--- config.mk ---
export PLATFORM = sky130hd
export DESIGN_NAME = tmds_word_aligner
export DESIGN_NICKNAME = d
export VERILOG_FILES = /design/src/rtl/tmds_pkg.sv /design/src/rtl/tmds_bit_select.sv /design/src/rtl/tmds_word_aligner.sv
export SDC_FILE = /design/constraint.sdc
export NUM_CORES = 1
export LEC_CHECK = 0
export CAP_MARGIN = 20
export CORE_UTILIZATION = 62
export DETAILED_ROUTE_END_ITERATION = 16
export GPL_ROUTABILITY_DRIVEN = 0
export PLACE_DENSITY = 0.86
export SYNTH_ARGS = -nofsm -noshare
export SYNTH_HDL_FRONTEND = slang
export SYNTH_SLANG_ARGS = --single-unit
export TNS_END_PERCENT = 5
--- constraint.sdc ---
create_clock -name clk -period 4.8 [get_ports clk]
set_clock_uncertainty 0.2 [all_clocks]
set_input_delay 0.96 -clock clk [delete_from_list [all_inputs] [get_ports clk]]
set_output_delay 0.96 -clock clk [all_outputs]
set_load 0.005 [all_outputs]
--- src/rtl/tmds_pkg.sv ---
// Shared TMDS definitions: control-token constants, aligner state encoding and
// token decode helpers used by both the word aligner and the TMDS decoder.
package tmds_pkg;

  localparam logic [9:0] CTRL_TOKEN_00 = 10'h354;
  localparam logic [9:0] CTRL_TOKEN_01 = 10'h0AB;
  localparam logic [9:0] CTRL_TOKEN_10 = 10'h154;
  localparam logic [9:0] CTRL_TOKEN_11 = 10'h2AB;

  typedef enum logic [1:0] {
    ST_SEARCH = 2'd0,
    ST_VERIFY = 2'd1,
    ST_LOCKED = 2'd2
  } align_state_e;

  function automatic logic is_ctrl_token(input logic [9:0] w);
    return (w == CTRL_TOKEN_00) || (w == CTRL_TOKEN_01) ||
           (w == CTRL_TOKEN_10) || (w == CTRL_TOKEN_11);
  endfunction

  // {C1,C0} of a control token; 0 for any other symbol.
  function automatic logic [1:0] ctrl_code_of(input logic [9:0] w);
    case (w)
      CTRL_TOKEN_01: return 2'b01;
      CTRL_TOKEN_10: return 2'b10;
      CTRL_TOKEN_11: return 2'b11;
      default:       return 2'b00;
    endcase
  endfunction

endpackage

--- src/rtl/tmds_bit_select.sv ---
// Picks a 10-bit candidate symbol out of a 20-bit two-word window at a given
// bit offset. Offsets above 9 fall back to offset 0.
module tmds_bit_select (
  input  logic [19:0] window,
  input  logic [3:0]  offset,
  output logic [9:0]  candidate
);

  logic [9:0][9:0] cand_arr;

  for (genvar o = 0; o < 10; o++) begin : g_off
    assign cand_arr[o] = window[o+9:o];
  end

  always_comb begin
    candidate = cand_arr[0];
    if (offset <= 4'd9) candidate = cand_arr[offset];
  end

endmodule

--- src/rtl/tmds_word_aligner.sv ---
// Per-channel TMDS symbol aligner: hunts for runs of control tokens at each of
// the ten bit offsets, then tracks lock and delivers aligned symbols.
module tmds_word_aligner
  import tmds_pkg::*;
#(
  parameter int TOKEN_COUNT   = 8,
  parameter int SEARCH_WINDOW = 2048
) (
  input  logic       clk,
  input  logic       rst,
  input  logic [9:0] raw_in,
  input  logic       raw_valid,
  output logic [9:0] word_out,
  output logic       word_valid,
  output logic       ctrl_token,
  output logic [1:0] ctrl_code,
  output logic       locked,
  output logic [3:0] slip_pos
);

  localparam int MW = $clog2(SEARCH_WINDOW);
  localparam int RW = $clog2(TOKEN_COUNT + 1);
  localparam logic [MW-1:0] MISS_LIM = MW'(SEARCH_WINDOW - 1);
  localparam logic [RW-1:0] RUN_LIM  = RW'(TOKEN_COUNT);

  align_state_e    state, state_nxt;
  logic [MW-1:0]   miss, miss_nxt, miss_inc;
  logic [RW-1:0]   run, run_nxt, run_inc;
  logic [3:0]      slip_nxt;
  logic [9:0]      prev, cand;
  logic            tok, miss_hit, run_full;

  tmds_bit_select u_sel (
    .window    ({raw_in, prev}),
    .offset    (slip_pos),
    .candidate (cand)
  );

  assign tok      = is_ctrl_token(cand);
  assign miss_hit = (miss == MISS_LIM);
  assign miss_inc = miss_hit ? miss : miss + MW'(1);
  assign run_inc  = (run == RUN_LIM) ? run : run + RW'(1);
  assign run_full = (run_inc == RUN_LIM);

  // A token always beats an expiring miss counter on the same word.
  always_comb begin
    state_nxt = state;
    miss_nxt  = miss;
    run_nxt   = run;
    slip_nxt  = slip_pos;
    case (state)
      ST_SEARCH: begin
        if (tok) begin
          state_nxt = ST_VERIFY;
          run_nxt   = RW'(1);
          miss_nxt  = '0;
        end else if (miss_hit) begin
          slip_nxt = (slip_pos == 4'd9) ? 4'd0 : slip_pos + 4'd1;
          miss_nxt = '0;
        end else begin
          miss_nxt = miss_inc;
        end
      end
      ST_VERIFY: begin
        if (tok) begin
          run_nxt = run_inc;
          if (run_full) begin
            state_nxt = ST_LOCKED;
            miss_nxt  = '0;
          end
        end else begin
          state_nxt = ST_SEARCH;
          run_nxt   = '0;
          miss_nxt  = '0;
        end
      end
      ST_LOCKED: begin
        if (tok) begin
          run_nxt  = run_inc;
          miss_nxt = run_full ? '0 : miss_inc;
        end else begin
          run_nxt = '0;
          if (miss_hit) begin
            state_nxt = ST_SEARCH;
            miss_nxt  = '0;
          end else begin
            miss_nxt = miss_inc;
          end
        end
      end
      default: begin
        state_nxt = ST_SEARCH;
        run_nxt   = '0;
        miss_nxt  = '0;
      end
    endcase
  end

  always_ff @(posedge clk or negedge rst) begin
    if (!rst) begin
      state    <= ST_SEARCH;
      miss     <= '0;
      run      <= '0;
      slip_pos <= 4'd0;
      prev     <= 10'd0;
    end else if (raw_valid) begin
      state    <= state_nxt;
      miss     <= miss_nxt;
      run      <= run_nxt;
      slip_pos <= slip_nxt;
      prev     <= raw_in;
    end
  end

  always_ff @(posedge clk or negedge rst) begin
    if (!rst) begin
      word_out   <= 10'd0;
      word_valid <= 1'b0;
      ctrl_token <= 1'b0;
      ctrl_code  <= 2'b00;
      locked     <= 1'b0;
    end else begin
      word_valid <= raw_valid;
      if (raw_valid) begin
        word_out   <= cand;
        ctrl_token <= tok;
        ctrl_code  <= ctrl_code_of(cand);
        locked     <= (state_nxt == ST_LOCKED);
      end
    end
  end

endmodule

==> flow_summary_export.csv <==
group,metric,value,unit
outcome,status,"complete, no violations",
clocking,post_cts_buffers,0,
synthesis,synth_cells,324,
floorplanning,rows,26,
synthesis,synth_nets,345,
final_layout,layout_common_cells,"dfrtp_1, mux2_2, clkdlybuf4s50_1, nand2_1, mux2i_1",
final_layout,nets,369,
placed_design,dp_cells,410,
clocking,h-tree-depth,2,
sta,tightest_slew,833,ps
grt,grt_antenna_before_repair,0,
grt,globalRouteOverflowTotal,0,
synthesis,synth_edf_count,0,
power_and_ir_drop,power_leakage,1.61,nW
route,drtPass1Iterations,5,
synthesis,syn_area_per_cell,10.2,sq um
worst_setup_path,worst-setup-path-type,"input pin to flop",
clocking,cts_tree,"yes",
sta,tns,0,ps
route,ant_nets,0,
route,drtIter0Drc,387,
floorplanning,chipWidth,74.8,um
floorplanning,core,0.00511,sq mm
sta,fmax,0.248,GHz
worst_setup_path,cp_cell_sequence,"clkdlybuf4s50_1 > mux4_2 > mux2i_1 > mux2i_1 > nor4_4 > nand4b_4 > and2_4 > o21ai_1 > or4_1 > o21ai_1",
final_layout,area.growth.synth_to_final,13.5,%
sta,rsz0062_at_grt,"false",
clocking,hold_buffers,0,
clocking,clkTransAtPathRegs,90,ps
floorplanning,start_util,64.4,%
final_layout,final_layout_size_suffix_gt1_share,20.3,%
final_layout,stdcell_count,419,
placed_design,numPortBuffers,31,
grt,track_usage,30.1,%
power_and_ir_drop,vdd_drop_max,211,uV
power_and_ir_drop,cellPowerDensity,269,mW/mm^2
synthesis,async_flop_share,100,%
route,vias_per_cell,6.63,
sta,finalMaxSlewViolations,0,
worst_setup_path,startpoint_type,"input pin",
clocking,clock_sinks,46,
route,wl,7.72,mm
route,post_drt_wl_per_cell,18.4,um
synthesis,synth_seq_cells,46,
worst_hold_path,hold_path_depth,1,
clocking,cts_resized,0,
synthesis,synth.largest_area_cell,"dfrtp_1",
grt,grt_pass1_vias,2561,
worst_setup_path,slowest_stage,"o21ai_1",
grt,grt_max_degree,47,
worst_hold_path,min_path_type,"flop to flop",
sta,min_period,4040,ps
synthesis,seq_area_frac_synth,35.0,%
synthesis,synth.distinct_cells,62,
placed_design,dp_hpwl,5.37,mm
worst_setup_path,worst-path-stages,10,
worst_setup_path,crit_path_end_kind,"flop",
worst_setup_path,crit_fanout,11,
clocking,cts_root_buffer,"clkbuf_8",
synthesis,syn_area,0.00329,sq mm
grt,grt_pass1_wl,12.6,mm
clocking,worstSkewPairLatency,300,ps
worst_setup_path,worstPathArrival,4030,ps
floorplanning,dieArea,0.00560,sq mm
worst_setup_path,critical-path-max-stage-delay,590,ps
sta,max_slew_margin,44.5,%
worst_setup_path,r2r_cells,9,
route,via_count,2776,
run,maxCapViolations,0,
final_layout,antenna_cells,0,
worst_setup_path,path_buf_inv,1,
clocking,cts_buffers,5,
clocking,cts_max_path_buffers,2,
final_layout,final_common_cell,"dfrtp_1",
floorplanning,fp.dieH,74.8,um
worst_setup_path,r2r_setup_slack,830,ps
synthesis,synth_top_cell_area_share,35.0,%
sta,hold_viol,0,
floorplanning,pin_count,32,
synthesis,yosys_warnings,0,
synthesis,ys.flop_type,"dfrtp_1",
route,drc_errors,0,
worst_setup_path,worstPathRequired,4790,ps
worst_setup_path,crit_family,"simple AND/OR/NAND/NOR gates",
sta,post-route-period-util,84.1,%
sta,setup_viol,0,
synthesis,yosys-top-cells-area,"dfrtp_1, mux2_2, mux4_2",
## cell families (layout without fill, tap and decap cells)
logic type	count (synthesis)	in the layout	share of synthesized area (%)
XOR/XNOR	3	3	0.799
AND/OR/NAND/NOR	81	81	14.0
adder cells (fa/ha/maj)	8	8	3.04
AO/OA/AOI/OAI	82	82	16.9
multiplexers	67	67	25.4
flip-flops	46	46	35.0
buffers and inverters	37	62	4.87
## synth_stat cells, types with 9 or more instances
cell      instances
a21oi_1          14
clkbuf_1         11
dfrtp_1          46
inv_1            18
mux2_2           36
mux2i_1          19
mux4_2            9
nand2_1          21
nor2_1           13
o21ai_0          10
## through the flow
step | hold WS [ps] | setup slack (ps) | utilization (%) | instance area (sq um) | power, W
after floorplan | 276 | 1520 | - | 3290 | 0.000666
after global placement | 292 | 708 | 70.9 | 3620 | 0.000752
after detailed placement | 299 | 547 | 70.9 | 3620 | 0.000764
after CTS | 325 | 845 | 72.6 | 3710 | 0.00101
after global routing | 338 | 619 | 73.1 | 3730 | 0.00107
final | 317 | 764 | 73.1 | 3730 | 0.00101
## where the power goes
group	internal [W]	switching [W]
logic	0.000138	0.000136
registers	0.000435	0.0000565
clock network	0.000103	0.000137
total	0.000676	0.000329
## final cells by class
cell class | instances | area (sq um)
flip-flops and latches | 46 | 1150
fillers | 376 | 1370
multi-input cells | 241 | 1980
well taps | 70 | 87.6
repair buffers | 36 | 363
clock buffers | 5 | 68.8
inverters | 18 | 67.6
clock inverters | 3 | 18.8
## sequential cells by signal, summed over array words and instances, names as in the netlist
signal and cells:
run 4, state 2, prev 10, slip_pos 4
word_valid 1, locked 1, word_out 10, miss 11
ctrl_token 1, ctrl_code 2
## routing by layer
| metal | global-route usage [%] | up-vias | part of all wire (%) |
|---|---|---|---|
| met5 | 0 | - | 0 |
| met4 | 12.4 | 0 | 2.7 |
| met3 | 4.69 | 20 | 5.7 |
| met2 | 49.7 | 125 | 49 |
| met1 | 39.8 | 1354 | 43 |
| li1 | - | 1277 | - |
## path summary, 6_finish.rpt
kind                                    end         from
worst min register to register  word_out[3]  word_out[3]
worst max register to register      miss[4]  slip_pos[1]
max in group asynchronous           miss[7]          rst
worst max-delay path                miss[4]    raw_in[1]
min in group asynchronous           prev[1]          rst
worst min-delay path            word_out[3]  word_out[3]
## worst register-to-register path: cells and delay by family (launching register included)
kind / cells / cell delay, ps
AOI/OAI and AO/OA: 3 / 910
DFF: 1 / 890
muxes: 2 / 910
and+or+nand+nor: 4 / 950
Power figures use the tool's default switching activity.
